==> config.mk <==
export PLATFORM = sky130hd
export DESIGN_NAME = lbm_sweep_sequencer
export DESIGN_NICKNAME = d
export VERILOG_FILES = /design/src/rtl/lbm_pkg.sv /design/src/rtl/lbm_boundary_classifier.sv /design/src/rtl/lbm_sweep_sequencer.sv
export SDC_FILE = /design/constraint.sdc
export NUM_CORES = 1
export LEC_CHECK = 0
export ABC_AREA = 1
export CAP_MARGIN = 25
export CORE_ASPECT_RATIO = 2
export CORE_MARGIN = 1.5
export CORE_UTILIZATION = 47
export DETAILED_ROUTE_END_ITERATION = 6
export GPL_TIMING_DRIVEN = 0
export MAX_ROUTING_LAYER = met4
export PLACE_DENSITY = 0.86
export SLEW_MARGIN = 10
export SYNTH_ARGS = -nofsm -noshare
export SYNTH_HDL_FRONTEND = slang
export SYNTH_SLANG_ARGS = --single-unit
==> constraint.sdc <==
create_clock -name Clk -period 1.95 [get_ports Clk]
set_clock_uncertainty 0.15 [all_clocks]
set_input_delay 0.2925 -clock Clk [delete_from_list [all_inputs] [get_ports Clk]]
set_output_delay 0.2925 -clock Clk [all_outputs]
set_load 0.01 [all_outputs]
==> src/rtl/lbm_pkg.sv <==
// Shared types and defaults for the lattice-Boltzmann sweep sequencer.
package lbm_pkg;

  localparam int DEFAULT_GRID_X     = 16;
  localparam int DEFAULT_GRID_Y     = 16;
  localparam int DEFAULT_ITER_WIDTH = 16;

  typedef enum logic [2:0] {
    IDLE,
    WAIT_INIT,
    CELL_ISSUE,
    CELL_WAIT,
    STREAM,
    ITER_END,
    DONE
  } sweep_state_t;

  typedef enum logic [2:0] {
    FLUID,
    LID,
    BOTTOM,
    LEFT,
    RIGHT
  } cell_class_t;

  // A one-cell dimension still needs a one-bit coordinate port.
  function automatic int coordWidth(input int n);
    return (n > 1) ? $clog2(n) : 1;
  endfunction

endpackage

==> src/rtl/lbm_boundary_classifier.sv <==
// Maps registered cell coordinates to a boundary class; lid wins over walls,
// bottom over the side walls.
module lbm_boundary_classifier
  import lbm_pkg::*;
#(
  parameter int GRID_X = DEFAULT_GRID_X,
  parameter int GRID_Y = DEFAULT_GRID_Y,
  parameter int XW     = coordWidth(GRID_X),
  parameter int YW     = coordWidth(GRID_Y)
) (
  input  logic [XW-1:0] i_cellX,
  input  logic [YW-1:0] i_cellY,
  output cell_class_t   o_cellClass,
  output logic          o_lid,
  output logic          o_bottomWall,
  output logic          o_leftWall,
  output logic          o_rightWall
);

  always_comb begin
    o_cellClass = FLUID;
    if (i_cellY == YW'(GRID_Y - 1))      o_cellClass = LID;
    else if (i_cellY == '0)              o_cellClass = BOTTOM;
    else if (i_cellX == '0)              o_cellClass = LEFT;
    else if (i_cellX == XW'(GRID_X - 1)) o_cellClass = RIGHT;
  end

  assign o_lid        = (o_cellClass == LID);
  assign o_bottomWall = (o_cellClass == BOTTOM);
  assign o_leftWall   = (o_cellClass == LEFT);
  assign o_rightWall  = (o_cellClass == RIGHT);

endmodule

==> src/rtl/lbm_sweep_sequencer.sv <==
// Per-iteration sequencer: collide every cell one at a time, then stream the
// whole lattice, repeating for the requested number of time steps.
module lbm_sweep_sequencer
  import lbm_pkg::*;
#(
  parameter  int GRID_X        = DEFAULT_GRID_X,
  parameter  int GRID_Y        = DEFAULT_GRID_Y,
  parameter  int ADDRESS_WIDTH = $clog2(GRID_X * GRID_Y),
  parameter  int ITER_WIDTH    = DEFAULT_ITER_WIDTH,
  localparam int XW            = coordWidth(GRID_X),
  localparam int YW            = coordWidth(GRID_Y)
) (
  input  logic                     Clk,
  input  logic                     Reset,
  input  logic                     i_run,
  input  logic [ITER_WIDTH-1:0]    i_numIters,
  input  logic                     i_initDone,
  input  logic                     i_cellDone,
  input  logic                     i_abort,
  output logic [ADDRESS_WIDTH-1:0] o_cellAddr,
  output logic [XW-1:0]            o_cellX,
  output logic [YW-1:0]            o_cellY,
  output cell_class_t              o_cellClass,
  output logic                     o_lid,
  output logic                     o_bottomWall,
  output logic                     o_leftWall,
  output logic                     o_rightWall,
  output logic                     o_cellStart,
  output logic                     o_streamWe,
  output logic                     o_busy,
  output logic                     o_done,
  output logic [ITER_WIDTH-1:0]    o_iterCount
);

  localparam logic [ADDRESS_WIDTH-1:0] LAST_ADDR = ADDRESS_WIDTH'(GRID_X * GRID_Y - 1);
  localparam logic [XW-1:0]            LAST_X    = XW'(GRID_X - 1);

  sweep_state_t             r_state;
  sweep_state_t             w_nextState;
  logic [ADDRESS_WIDTH-1:0] r_cellAddr;
  logic [XW-1:0]            r_cellX;
  logic [YW-1:0]            r_cellY;
  logic [ITER_WIDTH-1:0]    r_iterCount;
  logic [ITER_WIDTH-1:0]    r_numIters;
  logic                     w_lastAddr;
  logic                     w_addrClear;
  logic                     w_addrInc;
  logic                     w_iterClear;
  logic                     w_iterInc;
  logic                     w_latchIters;

  assign w_lastAddr = (r_cellAddr == LAST_ADDR);

  always_ff @(posedge Clk or negedge Reset) begin
    if (!Reset) r_state <= IDLE;
    else        r_state <= w_nextState;
  end

  always_comb begin
    w_nextState  = r_state;
    w_addrClear  = 1'b0;
    w_addrInc    = 1'b0;
    w_iterClear  = 1'b0;
    w_iterInc    = 1'b0;
    w_latchIters = 1'b0;
    case (r_state)
      IDLE: begin
        if (i_run) begin
          w_nextState  = WAIT_INIT;
          w_latchIters = 1'b1;
          w_addrClear  = 1'b1;
          w_iterClear  = 1'b1;
        end
      end
      WAIT_INIT: begin
        if (i_initDone) w_nextState = (r_numIters == '0) ? DONE : CELL_ISSUE;
      end
      CELL_ISSUE: w_nextState = CELL_WAIT;
      CELL_WAIT: begin
        if (i_cellDone) begin
          if (w_lastAddr) begin
            w_addrClear = 1'b1;
            w_nextState = STREAM;
          end else begin
            w_addrInc   = 1'b1;
            w_nextState = CELL_ISSUE;
          end
        end
      end
      STREAM: begin
        if (w_lastAddr) begin
          w_addrClear = 1'b1;
          w_nextState = ITER_END;
        end else begin
          w_addrInc = 1'b1;
        end
      end
      ITER_END: begin
        w_iterInc = 1'b1;
        if (r_iterCount + ITER_WIDTH'(1) == r_numIters) begin
          w_nextState = DONE;
        end else begin
          w_addrClear = 1'b1;
          w_nextState = CELL_ISSUE;
        end
      end
      DONE:    w_nextState = IDLE;
      default: w_nextState = IDLE;
    endcase
    // Abort freezes the counters where they are and drops straight to idle.
    if (i_abort && (r_state != IDLE)) begin
      w_nextState = IDLE;
      w_addrClear = 1'b0;
      w_addrInc   = 1'b0;
      w_iterInc   = 1'b0;
    end
  end

  // Coordinates track the address as counters so no divider is needed.
  always_ff @(posedge Clk or negedge Reset) begin
    if (!Reset) begin
      r_cellAddr  <= '0;
      r_cellX     <= '0;
      r_cellY     <= '0;
      r_iterCount <= '0;
      r_numIters  <= '0;
    end else begin
      if (w_latchIters) r_numIters <= i_numIters;
      if (w_iterClear)    r_iterCount <= '0;
      else if (w_iterInc) r_iterCount <= r_iterCount + ITER_WIDTH'(1);
      if (w_addrClear) begin
        r_cellAddr <= '0;
        r_cellX    <= '0;
        r_cellY    <= '0;
      end else if (w_addrInc) begin
        r_cellAddr <= r_cellAddr + ADDRESS_WIDTH'(1);
        if (r_cellX == LAST_X) begin
          r_cellX <= '0;
          r_cellY <= r_cellY + YW'(1);
        end else begin
          r_cellX <= r_cellX + XW'(1);
        end
      end
    end
  end

  lbm_boundary_classifier #(
    .GRID_X (GRID_X),
    .GRID_Y (GRID_Y),
    .XW     (XW),
    .YW     (YW)
  ) u_classifier (
    .i_cellX      (r_cellX),
    .i_cellY      (r_cellY),
    .o_cellClass  (o_cellClass),
    .o_lid        (o_lid),
    .o_bottomWall (o_bottomWall),
    .o_leftWall   (o_leftWall),
    .o_rightWall  (o_rightWall)
  );

  assign o_cellAddr  = r_cellAddr;
  assign o_cellX     = r_cellX;
  assign o_cellY     = r_cellY;
  assign o_iterCount = r_iterCount;
  assign o_cellStart = (r_state == CELL_ISSUE);
  assign o_streamWe  = (r_state == STREAM);
  assign o_busy      = (r_state != IDLE);
  assign o_done      = (r_state == DONE);

endmodule

# After elaboration in Yosys (flattened, before gate mapping)
# Cells that the tools add are included.
# totals
ff_bits,51
latch_bits,0
ram_bits,0
rom_bits,0
inputBits,22
elab_cells,75
mem_count,0
# classes
addsub,4
mul,0
div,0
order_cmp,0
n_eq_ne,18
n_shift,0
muxes,36
bitwise,0
n_reduce_logical,11
# ops
cell,n
3-bit two-way mux,12
16-bit two-way mux,2
4-bit two-way mux,6
3-bit one-hot mux with 6 select lines,1
"16-bit by 1-bit adder with 16-bit output, second input constant",1
16-bit equality test,1
16-bit zero test,1
8-bit two-way mux,2
"3-bit by 2-bit equality test with 1-bit output, second input constant",4
"3-bit equality test, second input constant",4
1-bit two-way mux,11
"3-bit inequality test, second input constant",3
"4-bit by 1-bit adder with 4-bit output, second input constant",2
"8-bit by 1-bit adder with 8-bit output, second input constant",1
"4-bit equality test, second input constant",2
"8-bit equality test, second input constant",1
4-bit zero test,2
"3-bit by 1-bit equality test with 1-bit output, second input constant",2
2-bit nonzero test,3
1-bit one-hot mux with 4 select lines,1
4-bit AND reduction,1
3-bit zero test,1
"3-bit by 1-bit inequality test with 1-bit output, second input constant",1
3-bit nonzero test,1
other kinds (3),3

# Longest topological paths before layout
# depth
depth_word,7
ltp_mapped,17
depth_no_buf,16

# Modules after synthesis
# Synthesis repeated with hierarchy kept, for this count alone.
# hier_totals
cells_unflattened,450
hier_area_um2,3184.3
# by_module_without_submodules
mod,n_inst,cells_per_inst,area_each_um2
lbm_sweep_sequencer,1,424,3074.2
lbm_boundary_classifier,1,26,110.1

# Least setup slack after synthesis
# No wires, ideal clock.
# synth_path
path_kind,register to register
startpoint,"reg r_iterCount[0], in the netlist o_iterCount[0]"
endpoint,"reg r_cellY[2], in the netlist o_cellY[2]"
arrival_ns,1.994
required_time_ns,1.734
slack_ns,-0.260
stages_incl_launch_ff,17
period_less_slack_ns,2.210
cell_sequence,dfrtp_1 > ha_1 > nand2_1 > nor2_4 > nand2_2 > o21ai_2 > nand2_1 > nand2_1 > nand3_1 > nor2_2 > nand3_2 > nand2_2 > nand2_2 > nand2_2 > buf_6 > o211ai_1 > nand2_1
# synth_via
elab_chain_len,7
elab_cells_between_ends,9
# synth_rtl
element,line,text
start: declaration,lbm_sweep_sequencer.sv:43,logic [ITER_WIDTH-1:0] r_iterCount;
start signal: assignment,lbm_sweep_sequencer.sv:130,else if (w_iterInc) r_iterCount <= r_iterCount + ITER_WIDTH'(1);
16-bit by 1-bit adder with 16-bit output (*),lbm_sweep_sequencer.sv:100,if (r_iterCount + ITER_WIDTH'(1) == r_numIters) begin
16-bit equality test (*),lbm_sweep_sequencer.sv:100,
1-bit two-way mux (*),lbm_sweep_sequencer.sv:100,
1-bit one-hot mux with 4 select lines (*),lbm_sweep_sequencer.sv:66,case (r_state)
1-bit two-way mux (*),lbm_sweep_sequencer.sv:111,if (i_abort && (r_state != IDLE)) begin
2-bit nonzero test (no line),--,
2-bit AND reduction (no line),--,
end signal: assignment,lbm_sweep_sequencer.sv:139,r_cellY <= r_cellY + YW'(1);
end: declaration,lbm_sweep_sequencer.sv:42,logic [YW-1:0] r_cellY;
# Mark *: on every way between the ends. The rest lies on a longest branch, timed or not.
# A chain may end at the register's enable or synchronous reset.

# Final worst setup path
# layout_path
startpoint,"reg r_iterCount[1], in the netlist o_iterCount[1]"
endpoint,"reg r_cellAddr[4], in the netlist o_cellAddr[4]"
# layout_via
elab_chain_len,6
elab_cells_between_ends,7
# layout_rtl
element,line,text
16-bit by 1-bit adder with 16-bit output (*),lbm_sweep_sequencer.sv:100,
16-bit equality test (*),lbm_sweep_sequencer.sv:100,
1-bit two-way mux (*),lbm_sweep_sequencer.sv:100,
1-bit one-hot mux with 4 select lines (*),lbm_sweep_sequencer.sv:66,
1-bit two-way mux (*),lbm_sweep_sequencer.sv:111,
8-bit two-way mux / 2-bit nonzero test (equally long branches),--,
end signal: assignment,lbm_sweep_sequencer.sv:136,r_cellAddr <= r_cellAddr + ADDRESS_WIDTH'(1);
end: declaration,lbm_sweep_sequencer.sv:40,logic [ADDRESS_WIDTH-1:0] r_cellAddr;
# Marks and branches as above.

==> flow_summary.html <==
<table>
<tr><th>Metric</th><th>Value</th></tr>
<tr><th colspan="2">STA</th></tr>
<tr><td>Headroom to the max-slew limit</td><td>56.90%</td></tr>
<tr><td>Final Max Slew Viols</td><td>0</td></tr>
<tr><td>Slack of the critical path</td><td>-0.3853 ns</td></tr>
<tr><td>Endpoints failing hold</td><td>0</td></tr>
<tr><td>Unrepaired setup endpoints after global routing</td><td>true</td></tr>
<tr><td>Worst hold slack</td><td>0.3758 ns</td></tr>
<tr><td>Post-route minimum period</td><td>2.335 ns</td></tr>
<tr><td>Slew at the pin closest to its max-slew limit</td><td>~0.65 ns</td></tr>
<tr><td>Portion of the clock cycle consumed by the worst path in the final layout</td><td>119.8%</td></tr>
<tr><td>Setup-failing EPs final</td><td>19</td></tr>
<tr><td>Max Freq</td><td>roughly 430 MHz</td></tr>
<tr><th colspan="2">Power and ir drop</th></tr>
<tr><td>Portion of total power attributed to the clock network</td><td>24.6%</td></tr>
<tr><td>Net Switching</td><td>~1.6 mW</td></tr>
<tr><td>Static leakage power</td><td>~2.0 nW</td></tr>
<tr><td>Gate power share</td><td>between 30 and 40%</td></tr>
<tr><td>Register share of total power</td><td>between 30% and 40%</td></tr>
<tr><td>P per Cell Area</td><td>about 900 nW/um^2</td></tr>
<tr><td>Switch share</td><td>38.16%</td></tr>
<tr><td>IR Drop Worst-Case VDD</td><td>0.9616 mV</td></tr>
<tr><td>P_int</td><td>2.515 mW</td></tr>
<tr><td>Total chip power</td><td>4.067 mW</td></tr>
<tr><th colspan="2">Detailed routing</th></tr>
<tr><td>Antenna viol nets, final</td><td>0</td></tr>
<tr><td>Detail-routed via count per cell</td><td>around 5.6</td></tr>
<tr><td>Per-cell routed wire length</td><td>about 16 um</td></tr>
<tr><td>Via count</td><td>roughly 3400</td></tr>
<tr><td>Total length of routed wires</td><td>~10000 um</td></tr>
<tr><td>Router iterations before antenna repair</td><td>7</td></tr>
<tr><td>Number of design rule violations left after detail routing</td><td>2</td></tr>
<tr><td>Drt first-iter violations</td><td>327</td></tr>
<tr><th colspan="2">Floorplanning</th></tr>
<tr><td>Placeable core region</td><td>6361 sq um</td></tr>
<tr><td>Std-Cell Rows</td><td>41</td></tr>
<tr><td>I/O pin count</td><td>65</td></tr>
<tr><td>Full die area</td><td>between 7000 and 8000 sq um</td></tr>
<tr><td>Die X-Extent</td><td>slightly above 60 um</td></tr>
<tr><td>Die Y-Extent</td><td>between 100 and 150 um</td></tr>
<tr><td>Initial Utilization</td><td>49.04%</td></tr>
<tr><th colspan="2">Logic synthesis</th></tr>
<tr><td>Syn Nets</td><td>roughly 460</td></tr>
<tr><td>Mapped Area</td><td>slightly above 3000 sq um</td></tr>
<tr><td>Synth warnings</td><td>0</td></tr>
<tr><td>Share of Yosys cell area claimed by the top area cell type</td><td>about two fifths</td></tr>
<tr><td>Cell type contributing the most total cell area after synthesis</td><td>sky130_fd_sc_hd__dfrtp_1</td></tr>
<tr><td>Post-synthesis sequential element count</td><td>just over 50</td></tr>
<tr><td>Cell types with the largest area share after synthesis</td><td>sky130_fd_sc_hd__dfrtp_1, sky130_fd_sc_hd__nand2_1, sky130_fd_sc_hd__inv_1, sky130_fd_sc_hd__nand3_1, sky130_fd_sc_hd__nor2_1</td></tr>
<tr><td>Share of the yosys chip area belonging to registers</td><td>40.91%</td></tr>
<tr><td>Number of instances in the synthesized netlist</td><td>428</td></tr>
<tr><td>Distinct cell type count after synthesis</td><td>29</td></tr>
<tr><td>Mean cell area of the mapped netlist</td><td>roughly 7.3 sq um</td></tr>
<tr><th colspan="2">GRT</th></tr>
<tr><td>Overall Global Routing Usage</td><td>about 28%</td></tr>
<tr><td>Global-route wire length before repair</td><td>between 15000 and 20000 um</td></tr>
<tr><td>Via count of the first global-routing pass</td><td>between 3000 and 4000</td></tr>
<tr><td>Overflow left after global routing</td><td>0</td></tr>
<tr><td>Antenna violations before repair</td><td>0</td></tr>
<tr><td>Largest net degree at the start of global routing</td><td>27</td></tr>
<tr><th colspan="2">Worst setup path</th></tr>
<tr><td>Reg2Reg Launch Point</td><td>o_iterCount[1]</td></tr>
<tr><td>Crit Reg-Reg Endpoint</td><td>o_cellAddr[4]</td></tr>
<tr><td>Arr. time, crit path</td><td>roughly 2.4 ns</td></tr>
<tr><td>Type of the worst setup path</td><td>reg2reg</td></tr>
<tr><td>Type of element capturing the critical path</td><td>register</td></tr>
<tr><td>Top fanout value on the critical path</td><td>5</td></tr>
<tr><td>Start point of the critical path</td><td>o_iterCount[1]</td></tr>
<tr><td>Critical Path Source Type</td><td>register</td></tr>
<tr><td>Number of cells on the worst reg-to-reg path</td><td>14</td></tr>
<tr><td>Worst-case register-to-register setup slack</td><td>-0.39 ns</td></tr>
<tr><td>Setup crit end</td><td>o_cellAddr[4]</td></tr>
<tr><td>Data required time at the worst endpoint</td><td>slightly below 2 ns</td></tr>
<tr><th colspan="2">Placed design</th></tr>
<tr><td>Detailed Place HPWL</td><td>between 6000 and 7000 um</td></tr>
<tr><td>Final weighted congestion in routability-driven placement</td><td>roughly 0.94</td></tr>
<tr><td>Total of buffers placed on input and output ports</td><td>64</td></tr>
<tr><td>Worst setup slack before clock tree synthesis</td><td>-0.5581 ns</td></tr>
<tr><td># placed instances</td><td>slightly below 600</td></tr>
<tr><th colspan="2">Clock network</th></tr>
<tr><td>Clock input transition at the sequential cells of the worst setup and hold paths</td><td>0.07 ns</td></tr>
<tr><td>TritonCTS clock tree</td><td>built</td></tr>
<tr><td>Clock H-tree levels</td><td>2</td></tr>
<tr><td>Clock latency at the later pin of the worst-skew pair</td><td>0.30 ns</td></tr>
<tr><td>Root buffer selected by CTS</td><td>sky130_fd_sc_hd__clkbuf_16</td></tr>
<tr><td>Maximum buffer depth of the clock tree</td><td>2</td></tr>
<tr><td>Number of clock buffers inserted by TritonCTS</td><td>5</td></tr>
<tr><td>Clock sinks</td><td>51</td></tr>
<tr><th colspan="2">Cells and area</th></tr>
<tr><td>Fill cell count</td><td>roughly 520</td></tr>
<tr><td>Number of nets in the final layout</td><td>between 500 and 600</td></tr>
<tr><td>Diodes inserted</td><td>0</td></tr>
<tr><td>Final cell count without fillers</td><td>~600</td></tr>
<tr><td>Area grow syn2layout</td><td>45.09%</td></tr>
<tr><td>Final core utilization</td><td>a little under three quarters</td></tr>
<tr><td>Share of layout cells above drive strength 1</td><td>between 20% and 30%</td></tr>
<tr><th colspan="2">Outcome</th></tr>
<tr><td>Status</td><td>complete, but fails checks</td></tr>
<tr><td>Failing checks</td><td>design-rule violations, negative setup slack</td></tr>
<tr><th colspan="2">Run</th></tr>
<tr><td>Max-capacitance violation count</td><td>0</td></tr>
<tr><th colspan="2">Worst hold path</th></tr>
<tr><td>Class of the tightest hold or removal check</td><td>reg2reg</td></tr>
</table>
## sequential cells by signal (all words and copies together) (netlist names)
signal       count
o_iterCount     16
o_cellAddr       8
r_state          3
r_numIters      16
o_cellY          4
o_cellX          4
## power by group through the flow
stage / Clock [mW] / Combinational, mW / Sequential, mW
3_5_place_dp: 0 / 1.29 / 1.48
3_3_place_gp: 0 / 1.27 / 1.47
4_1_cts: 0.993 / 1.45 / 1.45
5_1_grt: 1.03 / 1.79 / 1.48
6_report: 1.00 / 1.61 / 1.46
2_1_floorplan: 0 / 0.844 / 1.44
## worst max-delay path, stage by stage, from the launching register on
cell and delay (ns):
sky130_fd_sc_hd__dfrtp_1 0.39, sky130_fd_sc_hd__buf_4 0.15, sky130_fd_sc_hd__inv_1 0.07, sky130_fd_sc_hd__nor2_4 0.19
sky130_fd_sc_hd__buf_4 0.15, sky130_fd_sc_hd__nand4_1 0.12, sky130_fd_sc_hd__nand3_1 0.16, sky130_fd_sc_hd__nand2_1 0.08
sky130_fd_sc_hd__nand2_2 0.09, sky130_fd_sc_hd__nor2_4 0.05, sky130_fd_sc_hd__nand3_2 0.05, sky130_fd_sc_hd__nand2_2 0.06
sky130_fd_sc_hd__buf_4 0.17, sky130_fd_sc_hd__a21oi_4 0.25, sky130_fd_sc_hd__nor3b_2 0.07
## metal layers
layer | routed length, um | vias to the layer above | global-route usage [%]
li1 | - | 1602 | -
met4 | 580 | 0 | 18.34
met5 | 0 | - | -
met2 | 5485 | 162 | 46.17
met1 | 3456 | 1623 | 29.01
met3 | 432 | 62 | 3.611
## Yosys cell counts
master / number
sky130_fd_sc_hd__nand2_1: 122
sky130_fd_sc_hd__inv_1: 59
sky130_fd_sc_hd__dfrtp_1: 51
sky130_fd_sc_hd__nand3_1: 39
sky130_fd_sc_hd__nor2_1: 34
sky130_fd_sc_hd__o21ai_0: 21
sky130_fd_sc_hd__nand4_1: 16
sky130_fd_sc_hd__o22ai_1: 12
sky130_fd_sc_hd__xor2_1: 10
sky130_fd_sc_hd__nor3_1: 8
sky130_fd_sc_hd__ha_1: 6
sky130_fd_sc_hd__nand2_2: 5
sky130_fd_sc_hd__nand3_2: 5
sky130_fd_sc_hd__nor2_2: 5
sky130_fd_sc_hd__a21oi_1: 4
sky130_fd_sc_hd__clkbuf_1: 4
sky130_fd_sc_hd__nor2_4: 4
sky130_fd_sc_hd__o211ai_1: 4
sky130_fd_sc_hd__nor3b_1: 3
sky130_fd_sc_hd__nor4_1: 3
sky130_fd_sc_hd__xnor2_1: 3
sky130_fd_sc_hd__o21ai_1: 2
sky130_fd_sc_hd__o21ai_2: 2
sky130_fd_sc_hd__a211oi_1: 1
sky130_fd_sc_hd__a21oi_2: 1
sky130_fd_sc_hd__buf_1: 1
sky130_fd_sc_hd__buf_2: 1
sky130_fd_sc_hd__buf_6: 1
sky130_fd_sc_hd__clkinv_1: 1
## layout make-up
| cell class | count | area (sq um) | area share, % |
|---|---|---|---|
| plain buffers | 7 | 48.80 | 1.078 |
| inverters | 60 | 227.7 | 5.032 |
| multi-input cells | 311 | 1833 | 40.50 |
| clock buffers | 7 | 132.6 | 2.931 |
| well taps | 86 | 107.6 | 2.378 |
| repair buffers | 95 | 862.1 | 19.05 |
| flip-flops and latches | 51 | 1284 | 28.37 |
| clock inverters | 1 | 30.03 | 0.6635 |
## what timing repair did
action | CTS | global route
hold endpoints to repair | 25 | 0
gates resized for setup | 66 | 42
gates cloned | 1 | 1
pin swaps | 21 | 18
setup buffers | 17 | 11
endpoints found under the setup margin | 53 | 53
hold buffers | 1 | 0
## placed cells by master, fill, tap and decap left out, drive strengths merged, types with 8 or more instances in the layout
master / Yosys / routed
nor3: 8 / 8
dfrtp: 51 / 51
clkdlybuf4s50: 0 / 52
nand3: 44 / 44
nor2: 43 / 43
nand2: 127 / 127
nand4: 16 / 16
o21ai: 25 / 25
xor2: 10 / 10
clkbuf: 4 / 9
inv: 59 / 60
o22ai: 12 / 12
buf: 3 / 41
## worst min path at each step
stage,start,to,slack (ns),cells past startpoint
after global routing,r_numIters[1],r_numIters[1],0.41,2
after global placement,r_numIters[0],r_numIters[0],0.35,2
after floorplan,Reset,o_cellAddr[0],-0.15,0
after CTS,r_numIters[1],r_numIters[1],0.37,2
after detailed placement,Reset,o_cellAddr[5],0.19,1
final,r_numIters[1],r_numIters[1],0.38,2
## stage by stage
step | area (sq um) | setup TNS, ns
after floorplan | 3126 | -2.318
after global placement | 3874 | -71.52
after detailed placement | 3889 | -15.78
after CTS | 4319 | -5.127
after global routing | 4526 | -8.330
final | 4526 | -5.724
## kinds of logic after synthesis
family / after synthesis / synth area share [%]
DFF: 51 / 40.91
xor gates and xnor gates: 13 / 3.650
adders and majority gates: 6 / 2.407
AOI/OAI and AO/OA: 47 / 8.785
and+or+nand+nor: 244 / 35.90
buffers and inverters: 67 / 8.343
No activity file was read; power rests on OpenSTA's default activity.
